File: src/rtl/dec_trigger_cnt_pkg.sv
// Shared types and constants for the decode-stage instruction-address trigger unit.
//
// Contents:
//   trig_cfg_t       per-trigger configuration as delivered by the TLU trigger CSRs
//   TRIG_MODE_*      compare-mode encodings for trig_cfg_t.mode
//   trig_enabled()   whether a trigger may match instruction fetches in the current mode
package dec_trigger_cnt_pkg;

    typedef struct packed {
        logic        select;   // 1: data-address trigger, never matches a PC
        logic        execute;  // trigger on instruction execution
        logic        m;        // active in machine mode
        logic        chain;    // even trigger only: AND with the next odd trigger
        logic [1:0]  mode;     // TRIG_MODE_*
        logic [31:0] tdata2;   // compare value / NAPOT mask
    } trig_cfg_t;

    localparam logic [1:0] TRIG_MODE_EQ    = 2'd0;
    localparam logic [1:0] TRIG_MODE_NAPOT = 2'd1;
    localparam logic [1:0] TRIG_MODE_GE    = 2'd2;
    localparam logic [1:0] TRIG_MODE_LT    = 2'd3;

    function automatic logic trig_enabled(trig_cfg_t cfg);
        return cfg.execute & ~cfg.select & cfg.m;
    endfunction

endpackage

File: src/rtl/dec_trigger_cnt_if.sv
// Bundle of the trigger-unit signals shared between decode/TLU and dec_trigger_cnt.
//
// master (decode/TLU side): drives configuration, lane PCs/valids, stall and CSR writes;
//                           receives hit-count readback and per-lane match vectors.
// slave  (trigger unit)   : the reverse.
interface dec_trigger_cnt_if #(
    parameter int unsigned NUM_TRIG  = 4,
    parameter int unsigned NUM_LANES = 2,
    parameter int unsigned CNT_W     = 8
);
    import dec_trigger_cnt_pkg::*;

    trig_cfg_t [NUM_TRIG-1:0]               trigger_pkt_any;
    logic      [NUM_LANES-1:0][30:0]        dec_pc_d;
    logic      [NUM_LANES-1:0]              dec_valid_d;
    logic                                   dec_stall_d;
    logic      [NUM_TRIG-1:0]               trig_cnt_wr;
    logic      [CNT_W-1:0]                  trig_cnt_wdata;
    logic      [NUM_TRIG-1:0][CNT_W-1:0]    trig_cnt_rdata;
    logic      [NUM_LANES-1:0][NUM_TRIG-1:0] dec_trigger_match_d;

    modport master (
        output trigger_pkt_any, dec_pc_d, dec_valid_d, dec_stall_d,
        output trig_cnt_wr, trig_cnt_wdata,
        input  trig_cnt_rdata, dec_trigger_match_d
    );

    modport slave (
        input  trigger_pkt_any, dec_pc_d, dec_valid_d, dec_stall_d,
        input  trig_cnt_wr, trig_cnt_wdata,
        output trig_cnt_rdata, dec_trigger_match_d
    );

endinterface

File: src/rtl/dec_trig_cmp.sv
// Mode-selecting PC comparator for one trigger on one decode lane.
//
// Ports:
//   mode    in   2   compare mode (TRIG_MODE_*)
//   tdata2  in   32  trigger compare value
//   pc      in   31  lane PC[31:1]
//   match   out  1   compare result (enables are applied by the caller)
//
// The compare address borrows bit 0 from tdata2 so that halfword PCs compare cleanly.
module dec_trig_cmp
    import dec_trigger_cnt_pkg::*;
(
    input  logic [1:0]  mode,
    input  logic [31:0] tdata2,
    input  logic [30:0] pc,
    output logic        match
);

    logic [31:0] addr;
    logic        napot_match;

    assign addr = {pc, tdata2[0]};

    rvmaskandmatch #(
        .WIDTH (32)
    ) u_napot (
        .mask   (tdata2),
        .data   (addr),
        .masken (1'b1),
        .match  (napot_match)
    );

    always_comb begin
        match = 1'b0;
        case (mode)
            TRIG_MODE_EQ:    match = (addr == tdata2);
            TRIG_MODE_NAPOT: match = napot_match;
            TRIG_MODE_GE:    match = (addr >= tdata2);
            TRIG_MODE_LT:    match = (addr < tdata2);
            default:         match = 1'b0;
        endcase
    end

endmodule

File: src/rtl/rvmaskandmatch.sv
// Masked (NAPOT) address compare.
//
// Ports:
//   mask    in   WIDTH  compare value; trailing ones select the don't-care low bits
//   data    in   WIDTH  address under test
//   masken  in   1      enable the trailing-ones masking
//   match   out  1      data lies inside the region described by mask
//
// With masking enabled, every bit up to and including the first zero of mask is ignored.
// An all-ones mask is treated as an exact compare rather than "match everything".
module rvmaskandmatch #(
    parameter int unsigned WIDTH = 32
) (
    input  logic [WIDTH-1:0] mask,
    input  logic [WIDTH-1:0] data,
    input  logic             masken,
    output logic             match
);

    logic [WIDTH-1:0] matchvec;
    logic             masken_or_fullmask;

    assign masken_or_fullmask = masken & ~(&mask);
    assign matchvec[0]        = masken_or_fullmask | (mask[0] == data[0]);

    for (genvar i = 1; i < WIDTH; i++) begin : g_bit
        // Bit i is don't-care when all lower mask bits are ones.
        assign matchvec[i] = (masken_or_fullmask & (&mask[i-1:0])) | (mask[i] == data[i]);
    end

    assign match = &matchvec;

endmodule

File: src/rtl/dec_trigger_cnt.sv
// Decode-stage instruction-address trigger unit with per-trigger hit counting and
// even/odd trigger chaining.
//
// Ports:
//   clk   in   core clock
//   rst   in   synchronous, active-high reset (clears all hit counts)
//   bus   slave modport of dec_trigger_cnt_if:
//           trigger_pkt_any, dec_pc_d, dec_valid_d, dec_stall_d, trig_cnt_wr, trig_cnt_wdata in;
//           trig_cnt_rdata (hit counts), dec_trigger_match_d (per-lane fire vector) out
//
// Each trigger holds a hit count. A count of 0 or 1 fires on every hit; N>1 swallows
// N-1 qualifying hits and fires on the Nth, after which the count sits at 0. Lanes are
// evaluated oldest first within a cycle so several hits in one cycle consume the count
// in program order. A chained pair uses the even trigger's count; the odd count is held.
module dec_trigger_cnt
    import dec_trigger_cnt_pkg::*;
#(
    parameter int unsigned NUM_TRIG  = 4,
    parameter int unsigned NUM_LANES = 2,
    parameter int unsigned CNT_W     = 8
) (
    input logic            clk,
    input logic            rst,
    dec_trigger_cnt_if.slave bus
);

    localparam int unsigned NUM_PAIRS = NUM_TRIG / 2;

    typedef struct packed {
        logic [NUM_LANES-1:0] fire;
        logic [CNT_W-1:0]     cnt;
    } eval_t;

    // Walk the lanes oldest first with a running count. A stalled cycle can still fire
    // but never moves the count.
    function automatic eval_t eval_lanes(logic [CNT_W-1:0]     cnt,
                                         logic [NUM_LANES-1:0] hit,
                                         logic [NUM_LANES-1:0] valid,
                                         logic                 stall);
        eval_t            r;
        logic [CNT_W-1:0] c;
        c      = cnt;
        r.fire = '0;
        for (int l = 0; l < NUM_LANES; l++) begin
            if (hit[l] && valid[l]) begin
                r.fire[l] = (c <= CNT_W'(1));
                if (!stall) begin
                    c = (c <= CNT_W'(1)) ? '0 : c - CNT_W'(1);
                end
            end
        end
        r.cnt = c;
        return r;
    endfunction

    logic                 cmp     [NUM_LANES][NUM_TRIG];
    logic [NUM_LANES-1:0] fire_lo [NUM_PAIRS];
    logic [NUM_LANES-1:0] fire_hi [NUM_PAIRS];
    logic [CNT_W-1:0]     cnt_lo  [NUM_PAIRS];
    logic [CNT_W-1:0]     cnt_hi  [NUM_PAIRS];
    logic [NUM_PAIRS-1:0] odd_chain;
    logic                 unused_odd_chain;

    // Comparator array: one per lane per trigger.
    for (genvar l = 0; l < NUM_LANES; l++) begin : g_lane
        for (genvar t = 0; t < NUM_TRIG; t++) begin : g_trig
            dec_trig_cmp u_cmp (
                .mode   (bus.trigger_pkt_any[t].mode),
                .tdata2 (bus.trigger_pkt_any[t].tdata2),
                .pc     (bus.dec_pc_d[l]),
                .match  (cmp[l][t])
            );
        end
    end

    // Hit counting and chaining, one block per even/odd trigger pair.
    for (genvar p = 0; p < NUM_PAIRS; p++) begin : g_pair
        localparam int unsigned E = 2 * p;
        localparam int unsigned O = 2 * p + 1;

        logic                 chain;
        logic                 en_e;
        logic                 en_o;
        logic [NUM_LANES-1:0] hit_e;
        logic [NUM_LANES-1:0] hit_o;
        eval_t                ev_e;
        eval_t                ev_o;
        logic [CNT_W-1:0]     cnt_e_q, cnt_e_d;
        logic [CNT_W-1:0]     cnt_o_q, cnt_o_d;

        assign chain        = bus.trigger_pkt_any[E].chain;
        assign en_e         = trig_enabled(bus.trigger_pkt_any[E]);
        assign en_o         = trig_enabled(bus.trigger_pkt_any[O]);
        assign odd_chain[p] = bus.trigger_pkt_any[O].chain;

        always_comb begin
            hit_e = '0;
            hit_o = '0;
            for (int l = 0; l < NUM_LANES; l++) begin
                if (chain) begin
                    hit_e[l] = en_e & cmp[l][E] & en_o & cmp[l][O];
                end else begin
                    hit_e[l] = en_e & cmp[l][E];
                    hit_o[l] = en_o & cmp[l][O];
                end
            end
        end

        // With chaining hit_o is all zero, so the odd count simply holds.
        assign ev_e = eval_lanes(cnt_e_q, hit_e, bus.dec_valid_d, bus.dec_stall_d);
        assign ev_o = eval_lanes(cnt_o_q, hit_o, bus.dec_valid_d, bus.dec_stall_d);

        // A CSR write overrides whatever the hits would have done this cycle.
        assign cnt_e_d = bus.trig_cnt_wr[E] ? bus.trig_cnt_wdata : ev_e.cnt;
        assign cnt_o_d = bus.trig_cnt_wr[O] ? bus.trig_cnt_wdata : ev_o.cnt;

        always_ff @(posedge clk) begin
            if (rst) begin
                cnt_e_q <= '0;
                cnt_o_q <= '0;
            end else begin
                cnt_e_q <= cnt_e_d;
                cnt_o_q <= cnt_o_d;
            end
        end

        assign fire_lo[p] = ev_e.fire;
        assign fire_hi[p] = chain ? ev_e.fire : ev_o.fire;
        assign cnt_lo[p]  = cnt_e_q;
        assign cnt_hi[p]  = cnt_o_q;
    end

    // The chain bit of an odd trigger has no function.
    assign unused_odd_chain = ^odd_chain;

    always_comb begin
        bus.dec_trigger_match_d = '0;
        bus.trig_cnt_rdata      = '0;
        for (int p = 0; p < NUM_PAIRS; p++) begin
            for (int l = 0; l < NUM_LANES; l++) begin
                bus.dec_trigger_match_d[l][2*p]   = fire_lo[p][l];
                bus.dec_trigger_match_d[l][2*p+1] = fire_hi[p][l];
            end
            bus.trig_cnt_rdata[2*p]   = cnt_lo[p];
            bus.trig_cnt_rdata[2*p+1] = cnt_hi[p];
        end
    end

endmodule

File: src/flat_wrapper.sv
// flat-port wrapper written by rule: the top's interface ports become plain ports
module dec_trigger_cnt_flat import dec_trigger_cnt_pkg::*;
#(
    parameter int unsigned NUM_TRIG  = 4,
    parameter int unsigned NUM_LANES = 2,
    parameter int unsigned CNT_W     = 8
)
  (clk, rst, bus_trigger_pkt_any, bus_dec_pc_d, bus_dec_valid_d, bus_dec_stall_d, bus_trig_cnt_wr, bus_trig_cnt_wdata, bus_trig_cnt_rdata, bus_dec_trigger_match_d);
  dec_trigger_cnt_if #(.NUM_TRIG(NUM_TRIG), .NUM_LANES(NUM_LANES), .CNT_W(CNT_W)) bus_i ();
  input logic clk;
  input logic rst;
  input wire logic [$bits(bus_i.trigger_pkt_any)-1:0] bus_trigger_pkt_any;
  input wire logic [$bits(bus_i.dec_pc_d)-1:0] bus_dec_pc_d;
  input wire logic [$bits(bus_i.dec_valid_d)-1:0] bus_dec_valid_d;
  input wire logic [$bits(bus_i.dec_stall_d)-1:0] bus_dec_stall_d;
  input wire logic [$bits(bus_i.trig_cnt_wr)-1:0] bus_trig_cnt_wr;
  input wire logic [$bits(bus_i.trig_cnt_wdata)-1:0] bus_trig_cnt_wdata;
  output wire logic [$bits(bus_i.trig_cnt_rdata)-1:0] bus_trig_cnt_rdata;
  output wire logic [$bits(bus_i.dec_trigger_match_d)-1:0] bus_dec_trigger_match_d;
  assign bus_i.trigger_pkt_any = bus_trigger_pkt_any;
  assign bus_i.dec_pc_d = bus_dec_pc_d;
  assign bus_i.dec_valid_d = bus_dec_valid_d;
  assign bus_i.dec_stall_d = bus_dec_stall_d;
  assign bus_i.trig_cnt_wr = bus_trig_cnt_wr;
  assign bus_i.trig_cnt_wdata = bus_trig_cnt_wdata;
  assign bus_trig_cnt_rdata = bus_i.trig_cnt_rdata;
  assign bus_dec_trigger_match_d = bus_i.dec_trigger_match_d;
  dec_trigger_cnt #(.NUM_TRIG(NUM_TRIG), .NUM_LANES(NUM_LANES), .CNT_W(CNT_W)) u_core (.clk(clk), .rst(rst), .bus(bus_i));
endmodule
File: config.mk
export PLATFORM = sky130hd
export DESIGN_NAME = dec_trigger_cnt_flat
export DESIGN_NICKNAME = d
export VERILOG_FILES = /design/src/rtl/dec_trigger_cnt_pkg.sv /design/src/rtl/dec_trigger_cnt_if.sv /design/src/rtl/dec_trig_cmp.sv /design/src/rtl/rvmaskandmatch.sv /design/src/rtl/dec_trigger_cnt.sv /design/src/flat_wrapper.sv
export SDC_FILE = /design/constraint.sdc
export NUM_CORES = 1
export LEC_CHECK = 0
export ABC_AREA = 1
export CORE_AREA = 10 10 224 183
export DETAILED_ROUTE_END_ITERATION = 6
export DIE_AREA = 0 0 234 193
export MAX_ROUTING_LAYER = met4
export PLACE_DENSITY = 0.64
export SYNTH_ARGS = -nofsm -noshare
export SYNTH_HDL_FRONTEND = slang
export SYNTH_SLANG_ARGS = --single-unit
File: constraint.sdc
create_clock -name clk -period 7.2 [get_ports clk]
set_clock_uncertainty 0.15 [all_clocks]
set_input_delay 2.16 -clock clk [delete_from_list [all_inputs] [get_ports clk]]
set_output_delay 2.16 -clock clk [all_outputs]
set_load 0.01 [all_outputs]
Word level (Yosys, flattened, before mapping). Cells that the tools add are included.

Register bits: 32. Bits in latches: 0. RAM bits: 0. Memory bits (read-only): 0. Input bits: 231. Output and inout bits: 40. Logic and storage cells: 906. Memories kept: 0.

Add/subtract/negate cells: 8. Multipliers: 0. Divide/modulo/power cells: 0. $lt $le $gt $ge: 24. Equality and inequality tests: 268. Shifts and indexed selects: 0. Multiplexer cells: 54. Bitwise operators: 404. Reduce and logical (&&, ||, !) cells: 144.

Operators by type and width (number): 31-bit AND reduction (12); 32-bit >= comparator (8); 32-bit less-than comparator (8); 1-bit equality test (248); 31-bit equality test (8); 1-bit OR (248); 8-bit two-way mux (28); 1-bit AND (148); 32-bit AND reduction (4); 30-bit AND reduction (4); 29-bit AND reduction (4); 28-bit AND reduction (4); 27-bit AND reduction (4); 26-bit AND reduction (4); 25-bit AND reduction (4); 24-bit AND reduction (4); 23-bit AND reduction (4); 22-bit AND reduction (4); 21-bit AND reduction (4); 20-bit AND reduction (4); 19-bit AND reduction (4); 18-bit AND reduction (4); 17-bit AND reduction (4); 8-bit by 1-bit <= comparator with 1-bit output, second input constant (8); 24 further kinds (126).

Longest topological paths before layout. Gate-level depths: netlist of the first run.

Word-level depth: 17. Mapped depth: 29. Mapped depth without buffers: 28.

Modules after synthesis. From an unflattened synthesis of the first run, not the netlist that was laid out.

Cells, all modules: 3730. Area total of the unflattened synthesis: 20743.6 um2.

By module, submodules not included: rvmaskandmatch (times used 8, cells each 220, area each 1153.6 um2, seq. area each 0.0 um2); dec_trig_cmp at u_core.g_lane[0].g_trig[0].u_cmp ... (times used 7, cells each 165, area each 984.7 um2, seq. area each 0.0 um2); dec_trigger_cnt (times used 1, cells each 653, area each 3653.5 um2, seq. area each 640.6 um2); dec_trig_cmp at u_core.g_lane[1].g_trig[0].u_cmp (times used 1, cells each 162, area each 968.4 um2, seq. area each 0.0 um2).

Least setup slack after synthesis of the first run. OpenSTA, ideal clock, no wires.

Kind: input port to output port. Start point: input bus_trigger_pkt_any[145]. End point: output bus_dec_trigger_match_d[7]. Arrival time: 4.942 ns. Data required time: 4.890 ns. Slack: -0.052 ns. Stages: 23. Path buffers: 0. Cells stage by stage: inv_1 -> ha_1 -> nand2_1 -> nor3_1 -> nor3b_1 -> nand3_1 -> nor2_1 -> inv_1 -> a21oi_1 -> nand2_2 -> nand2_4 -> nand2_4 -> nand2_1 -> nand2_1 -> inv_1 -> ha_1 -> or2_2 -> nand3_1 -> nor3_2 -> nand2_2 -> nor2_2 -> nand2_1 -> o21ai_1.

Longest elaborated chain between the ends: 13. Elaborated cells on any way between the ends: 126. Classes of those cells: order compare: 6; eq/ne: 4; mux: 11; bitwise: 98; reduce/logical: 7.

RTL lines: from (decl) (line flat_wrapper.sv:12) `input wire logic [$bits(bus_i.trigger_pkt_any)-1:0] bus_trigger_pkt_any;`; 32-bit AND reduction (line rvmaskandmatch.sv:23) `assign masken_or_fullmask = masken & ~(&mask);`; 1-bit NOT (line rvmaskandmatch.sv:23); 1-bit AND (line rvmaskandmatch.sv:28) `assign matchvec[i] = (masken_or_fullmask & (&mask[i-1:0])) | (mask[i] == data[i]);`; 1-bit OR (line rvmaskandmatch.sv:28); 31-bit AND reduction (line rvmaskandmatch.sv:31) `assign match = &matchvec;`; 1-bit case mux with 4 select lines (line dec_trig_cmp.sv:35) `case (mode)`; 1-bit AND (line dec_trigger_cnt.sv:101) `hit_e[l] = en_e & cmp[l][E] & en_o & cmp[l][O];`; 1-bit two-way mux (line dec_trigger_cnt.sv:100) `if (chain) begin`; 1-bit logical AND (line dec_trigger_cnt.sv:45) `if (hit[l] && valid[l]) begin`; 8-bit two-way mux (line dec_trigger_cnt.sv:45); 8-bit by 1-bit <= comparator with 1-bit output (line dec_trigger_cnt.sv:46) `r.fire[l] = (c <= CNT_W'(1));`; 1-bit two-way mux (*) (line dec_trigger_cnt.sv:45); named net bus_dec_trigger_match_d[6] (line flat_wrapper.sv:19) `output wire logic [$bits(bus_i.dec_trigger_match_d)-1:0] bus_dec_trigger_match_d;`; 2-bit two-way mux (*) (line dec_trigger_cnt.sv:128) `assign fire_hi[p] = chain ? ev_e.fire : ev_o.fire;`; to (decl) (line flat_wrapper.sv:19).

The timed path passes the listed nets; every way through them passes the cells marked *.

Final worst setup path of the first run.
Start point: input bus_dec_pc_d[6]. End point: output bus_dec_trigger_match_d[5].

Longest elaborated chain between the ends: 13. Elaborated cells on any way between the ends: 29. Classes of those cells: order compare: 6; eq/ne: 4; mux: 9; bitwise: 6; reduce/logical: 4.

RTL lines: from (decl) (line flat_wrapper.sv:13) `input wire logic [$bits(bus_i.dec_pc_d)-1:0] bus_dec_pc_d;`; branches (longest 12 deep; another with 32-bit less-than comparator); 2-bit two-way mux (*) (line dec_trigger_cnt.sv:128).

Every way passes the cells marked *.

==> metrics.md, run 1 <==
| Metric | Value |
|---|---|
| Async SR Flop Fraction | 0 |
| Hold Slack | ~0.5 ns |
| Sink Count | 32 |
| Final setup violating endpoints | 5 |
| Slew Limit Fails | 0 |
| Max IR drop VDD | between 90 and 100 µV |
| Internal | around 1100 µW |
| Vias in the first global route | ~22,000 |
| RSZ-0062 raised after global routing | yes |
| Avg Vias per Cell | roughly 5.3 |
| Most numerous cell in the Yosys netlist | nand2_1 |
| CP Launch Type | primary input |
| Clock Power Share | 0.108 |
| Core Box Area | between 30,000 and 40,000 µm² |
| Clock Path Buffers | 2 |
| Detail Placement HPWL | 68.0 mm |
| CP arrival | 5.38 ns |
| Initial core utilization | 0.394 |
| Crit end category | output port |
| Deepest level of the CTS H-tree | 2 |
| Die H | just under 200 µm |
| Footprint of the multi-input gates | about 14,000 µm² |
| Setup CP Type | in2out |
| Die width | 234 µm |
| Root Driver | clkbuf_16 |
| Initial DRC count | 2,159 |
| Post-DRT Antenna Nets | 0 |
| Sw Share | 0.467 |
| Worst r2r src | u_core.g_pair[1].cnt_e_q[0] |
| Reg power frac | 0.099 |
| Placed Cells | 4,162 |
| DRC violations left | 0 |
| Pre-antenna DRT Iters | 5 |
| Post-Syn Instances | about 2,700 |
| Leakage power | 0.0146 µW |
| Place WS | -1.62 ns |
| Tmin final | a little under 8 ns |
| All-layer global routing usage | 0.357 |
| Flops & latches, synth | 32 |
| Final critical-path share of the clock period | 1.07 |
| CP required | around 4.9 ns |
| RR Endpoint | u_core.g_pair[1].cnt_e_q[7] |
| Overall power | roughly 2100 µW |
| Syn Nets | 3,175 |
| Power Dens Cells | roughly 80 nW/µm² |
| Max-Cap Viols | 0 |
| Wire length per cell | between 15 and 20 µm |
| Ports | between 200 and 300 |
| Logic gate share of total power | 0.793 |
| Netlist cell types | between 40 and 50 |
| FF-to-FF path depth | 15 |
| Worst slew pin tran | 0.681 ns |
| Hold buffers post-CTS | 0 |
| Post-synth top area share | 0.230 |
| Avg Inst Size Synth | between 5 and 6 µm² |
| Fin nets | around 4,300 |
| First-pass GRT wire length | 122 mm |
| CP max FO | 4 |
| Worst Setup SP | bus_dec_pc_d[6] |
| FF+latch area | approximately 640 µm² |
| Full die area | about 45,000 µm² |
| Final WL | 83.0 mm |
| Worst Setup EP | bus_dec_trigger_match_d[5] |
| Main synth FF type | dfxtp_1 |
| R2r setup slk | between 3 and 4 ns |
| Slew margin rel. | 0.546 |
| Seq/Total Area, Yosys | 0.0445 |
| CTS tree | done |
| Pin count of the biggest net entering global routing | 26 |
| Synth cell count leaders | nand2_1, inv_1, nor2_1 |
| Clk slew on worst S/H paths | ~0.06 ns |
| Grt total ovfl | 0 |
| Via count | roughly 23,000 |
| Synth Warn # | 0 |
| Final worst slack | -0.491 ns |
| Final hold vios | 0 |
| Fraction of layout cells with a size suffix above 1 | 0.393 |
| Final std cells w/o fill | 4,287 |
| Area Overhead vs Synth | 84.8% |
| Initial antenna violation count | 1 |
| Gpl congestion | about 1.1 |
| Fmax | ~130 MHz |
| Net switching power | 970 µW |
| Clock Latency Late Sink | around 0.29 ns |
| Failing checks | setup timing |
| Leading area contributor after synthesis | ha_1 |
| Number of synthesized flops with an enable pin | 0 |
| Num CTS Buffers | 5 |
| Row count | 63 |
| # fillers | 3,095 |
| N_diodes | 0 |
| Post-Syn Area | 14,400 µm² |
| Number of port buffers | approximately 270 |
| Worst hold path class | reg2reg |
| Largest cells by area after synthesis | ha_1, nand2_1, inv_1 |
| Status | finished, violations left |
worst min path at each step:
stage	from	to	slack [ns]	cells after the start
3_3_place_gp	u_core.g_pair[1].cnt_e_q[1]	u_core.g_pair[1].cnt_e_q[1]	0.46	4
2_1_floorplan	u_core.g_pair[1].cnt_e_q[1]	u_core.g_pair[1].cnt_e_q[1]	0.46	4
4_1_cts	u_core.g_pair[1].cnt_e_q[1]	u_core.g_pair[1].cnt_e_q[1]	0.48	4
6_report	u_core.g_pair[1].cnt_e_q[1]	u_core.g_pair[1].cnt_e_q[1]	0.49	4
5_1_grt	u_core.g_pair[1].cnt_e_q[1]	u_core.g_pair[1].cnt_e_q[1]	0.52	4
3_5_place_dp	u_core.g_pair[1].cnt_e_q[1]	u_core.g_pair[1].cnt_e_q[1]	0.48	4
through the flow:
step	area, µm²	setup TNS [ns]	utilization
finish	26600	-1.97	0.727
global route	26600	-3.23	0.727
CTS	25800	-1.61	0.705
detailed placement	23200	-9.29	0.635
global placement	23200	-8.87	0.635
floorplan	14400	0	-
timing repair:
item	CTS	global route
pin swaps	220	179
setup endpoints to repair	8	8
resized for setup	804	333
buffers inserted	71	41
cloned	7	1
layout make-up:
cell class                      instances  area share
Timing Repair Buffer                 1135       0.343
Multi-Input combinational cell       2109       0.531
Clock buffer                            8     0.00550
Sequential cell                        32      0.0241
Tap cell                              487      0.0229
Inverter                              516      0.0737
cells in the final DEF, fill, tap and decap left out, types with 70 or more instances in the layout:
master / instances
buf_4: 804
nand2_1: 721
inv_1: 448
nor2_1: 224
ha_1: 192
a21oi_1: 139
nand2_2: 120
nand3_1: 113
clkdlybuf4s50_1: 100
nand4_1: 70
ha_4: 70
critical path: stages:
cell      delay, ns
buf_4          0.13
buf_8          0.14
ha_4           0.23
buf_4          0.14
nand2_2        0.05
inv_2          0.05
nor3_4         0.21
nand2_1        0.10
nand2_1        0.10
nand2_2        0.07
nand2_2        0.10
nand3_2        0.08
nand2_2        0.08
nand2_2        0.06
a21oi_4        0.29
nand3b_1       0.18
nand2_4        0.14
ha_4           0.14
or2_4          0.11
nand3_4        0.06
nor2_4         0.12
nand3_4        0.09
nor2_4         0.17
buf_6          0.13
nand2_4        0.04
o21ai_2        0.04
buf_2          0.14
state kept, by name (all words and copies together), names as in the netlist:
signal	flops
u_core.g_pair.cnt_e_q	16
u_core.g_pair.cnt_o_q	16
power groups by stage:
stage                     registers (µW)  clock network [µW]  logic, µW
after floorplan                      209                   0        593
after global placement               208                   0       1370
after detailed placement             208                   0       1400
after CTS                            205                 224       1520
after global routing                 208                 232       1770
final                                206                 224       1640
cells by family after synthesis:
kind of cell    share of synthesized area
compound gates                      0.106
xor+xnor                           0.0146
fa+ha+maj                           0.230
buf+inv                             0.146
flops                              0.0445
simple gates                        0.459
layer usage:
| layer | track usage | vias up | routed length, µm |
|---|---|---|---|
| met3 | 0.0360 | 197 | 7340 |
| met4 | 0.126 | 0 | 3540 |
| li1 | - | 10807 | - |
| met5 | - | - | 0 |
| met1 | 0.468 | 10552 | 35600 |
| met2 | 0.563 | 1108 | 36500 |
(Power assumes the default switching activity.)
==> run 2: changes to the inputs <==
CAP_MARGIN = 30   (was default)
MAX_ROUTING_LAYER = default   (was met4)
TNS_END_PERCENT = 1   (was default)
==> run 2 against run 1 <==
Compared with the run above:
- the run ends with DRC, setup timing left
- global-route usage is 1.1 points lower
- non-clock buffer count shrank 18
- register-to-register slack got worse by 1.4 ns
- critical path depth fell by 1
- first-iteration DRC count is 7.2% higher
- wire length fell by 1.1%
- sequential share of layout area about the same
- critical path type unchanged
- critical endpoint unchanged
- power is 1.4% lower
- final area shrank 1.6%
==> metrics.md, run 2 (same netlist as run 1, synthesis figures left out) <==
| Metric | Value |
|---|---|
| # fillers | 3,105 (was 3,095) |
| Die H | 193 µm (unchanged) |
| Tmin final | 7.92 ns (was 7.69 ns) |
| CP arrival | 5.61 ns (was 5.38 ns) |
| Final worst slack | -0.720 ns (was -0.491 ns) |
| Worst slew pin tran | 0.728 ns (was 0.681 ns) |
| DRC violations left | 1 (was 0) |
| Clock Latency Late Sink | 0.28 ns (was 0.29 ns) |
| Most common cell after layout, fill and taps aside | buf_4 (unchanged) |
| Fin nets | 4,275 (was 4,294) |
| Avg Vias per Cell | 5.23 (was 5.29) |
| Worst r2r src | u_core.g_pair[0].cnt_e_q[0] (was u_core.g_pair[1].cnt_e_q[0]) |
| Initial antenna violation count | 2 (was 1) |
| Clock Path Buffers | 2 (unchanged) |
| Grt total ovfl | 0 (unchanged) |
| FF-to-FF path depth | 32 (was 15) |
| Final critical-path share of the clock period | 1.10 (was 1.07) |
| Initial core utilization | 0.394 (unchanged) |
| Leakage power | 0.0144 µW (was 0.0146 µW) |
| Gpl congestion | 1.07 (was 1.08) |
| CTS tree | done (unchanged) |
| Area Overhead vs Synth | 81.8% (was 84.8%) |
| Logic gate share of total power | 0.789 (was 0.793) |
| Die width | 234 µm (unchanged) |
| RR Endpoint | u_core.g_pair[0].cnt_e_q[3] (was u_core.g_pair[1].cnt_e_q[7]) |
| All-layer global routing usage | 0.347 (was 0.357) |
| Most frequent cells in the layout | buf_4, nand2_1, inv_1, nor2_1, ha_1 (unchanged) |
| Pin count of the biggest net entering global routing | 26 (unchanged) |
| Max-Cap Viols | 0 (unchanged) |
| Root Driver | clkbuf_16 (unchanged) |
| Final hold vios | 0 (unchanged) |
| CP Launch Type | primary input (unchanged) |
| Final WL | 82.1 mm (was 83.0 mm) |
| Via count | 22,312 (was 22,664) |
| Sw Share | 0.462 (was 0.467) |
| Biggest regs | u_core.g_pair.cnt_e_q: 16 flops, u_core.g_pair.cnt_o_q: 16 flops (unchanged) |
| Row count | 63 (unchanged) |
| Core Box Area | 36,600 µm² (unchanged) |
| Deepest level of the CTS H-tree | 2 (unchanged) |
| CP max FO | 4 (unchanged) |
| Hold Slack | 0.489 ns (was 0.487 ns) |
| Worst Setup EP | bus_dec_trigger_match_d[5] (unchanged) |
| Final setup violating endpoints | 10 (was 5) |
| Number of port buffers | 268 (unchanged) |
| Full die area | 45,200 µm² (unchanged) |
| Crit end category | output port (unchanged) |
| RSZ-0062 raised after global routing | yes (unchanged) |
| Ports | 271 (unchanged) |
| Final core utilization | 0.715 (was 0.727) |
| First-pass GRT wire length | 122 mm (about the same) |
| Reg power frac | 0.101 (was 0.099) |
| Initial DRC count | 2,314 (was 2,159) |
| Internal | 1100 µW (was 1110 µW) |
| Slew Limit Fails | 0 (unchanged) |
| Fraction of layout cells with a size suffix above 1 | 0.367 (was 0.393) |
| Pre-antenna DRT Iters | 7 (was 5) |
| CP required | 4.89 ns (about the same) |
| Clk slew on worst S/H paths | 0.05 ns (was 0.06 ns) |
| Detail Placement HPWL | 67.4 mm (was 68.0 mm) |
| Max IR drop VDD | 70.4 µV (was 91.0 µV) |
| Num CTS Buffers | 5 (unchanged) |
| R2r setup slk | 2.48 ns (was 3.84 ns) |
| Sink Count | 32 (unchanged) |
| Status | finished, violations left (unchanged) |
| Wire length per cell | 19.2 µm (was 19.4 µm) |
| Fmax | 126 MHz (was 130 MHz) |
| N_diodes | 0 (unchanged) |
| Worst hold path class | reg2reg (unchanged) |
| Setup CP Type | in2out (unchanged) |
| Slew margin rel. | 0.514 (was 0.546) |
| Vias in the first global route | 22,050 (was 21,950) |
| Failing checks | DRC, setup timing (was setup timing) |
| Net switching power | 946 µW (was 970 µW) |
| Clock Power Share | 0.110 (was 0.108) |
| Power Dens Cells | 78.2 nW/µm² (was 78.0 nW/µm²) |
| Worst Setup SP | bus_dec_pc_d[24] (was bus_dec_pc_d[6]) |
| Post-DRT Antenna Nets | 0 (unchanged) |
run 2: cell types whose count changed in the layout (fill, tap and decap cells not counted), moves of 7 or more:
cell	previous run	this run
nand3_2	46	23
clkdlybuf4s15_2	15	44
buf_6	65	54
clkbuf_2	45	10
nand2_2	120	105
buf_4	804	790
nand2_1	721	745
nand3_1	113	140
buf_2	33	48
nand2_4	31	22
a21oi_1	139	146
nor2_1	224	241
nor2_2	43	26
run 2: worst min path at each step:
stage	from	to	slack, ns	depth (start not counted)
after floorplan	u_core.g_pair[1].cnt_e_q[1]	u_core.g_pair[1].cnt_e_q[1]	0.46	4
after global placement	u_core.g_pair[1].cnt_e_q[1]	u_core.g_pair[1].cnt_e_q[1]	0.48	4
after detailed placement	u_core.g_pair[1].cnt_e_q[1]	u_core.g_pair[1].cnt_e_q[1]	0.47	4
after CTS	u_core.g_pair[1].cnt_e_q[1]	u_core.g_pair[1].cnt_e_q[1]	0.48	4
after global routing	u_core.g_pair[1].cnt_e_q[1]	u_core.g_pair[1].cnt_e_q[1]	0.54	4
final	u_core.g_pair[1].cnt_e_q[1]	u_core.g_pair[1].cnt_e_q[1]	0.49	4
run 2: critical path, stage by stage:
cell,delay [ns]
dlygate4sd2_1,0.24
buf_6,0.15
ha_4,0.22
nand2_1,0.08
inv_1,0.06
o21ai_2,0.15
nand2_1,0.10
nand2_1,0.09
o211ai_1,0.10
nor2_1,0.18
nand3_1,0.10
nand2_1,0.08
nand2_2,0.06
a21oi_4,0.31
nand3b_1,0.18
nand2_4,0.17
ha_4,0.17
or2_4,0.13
nand3_4,0.06
nor2_4,0.14
nand3_4,0.10
nor2_4,0.18
buf_6,0.13
nand2_2,0.03
o21ai_1,0.07
buf_2,0.15
run 2: repair_timing:
action / 4_1_cts / 5_1_grt
buffers inserted: 83 / 10
gates cloned: 7 / 1
setup endpoints to repair: 8 / 11
hold buffers: 0 / 0
pin swaps: 212 / 63
resized for setup: 922 / 80
run 2: power by group through the flow:
stage                     registers [µW]  clock network [µW]  logic, µW
after CTS                            206                 225       1530
after global routing                 208                 234       1740
after global placement               208                   0       1370
after floorplan                      209                   0        593
after detailed placement             209                   0       1390
final                                207                 225       1610
run 2: layout make-up:
cell class                      count  area, µm²  share of cell area
Multi-Input combinational cell   2108      13700               0.522
Inverter                          516       1940              0.0743
Clock buffer                        7        153             0.00583
Timing Repair Buffer             1117       9150               0.350
Sequential cell                    32        641              0.0245
Tap cell                          487        609              0.0233
run 2: per-layer routing:
layer,track usage,routed length (µm)
met1,0.450,34900
met2,0.564,35700
met3,0.0616,7970
met4,0.130,3540
met5,0,0
run 2: per-stage QoR:
stage	worst slack, ns	setup TNS [ns]	instance area, µm²	instances	power (µW)
after floorplan	0.0459	0	14400	2680	802
after global placement	-1.48	-9.03	23200	4160	1570
after detailed placement	-1.57	-9.20	23200	4160	1600
after CTS	-0.378	-2.15	25900	4256	1960
after global routing	-0.825	-5.94	26200	4267	2190
final	-0.720	-4.56	26200	4267	2050
==> run 3: changes to the inputs <==
CAP_MARGIN = 20   (was 30)
==> results of run 3 <==
Same layout as run 2: the final DEF is identical, and so are final timing and power.
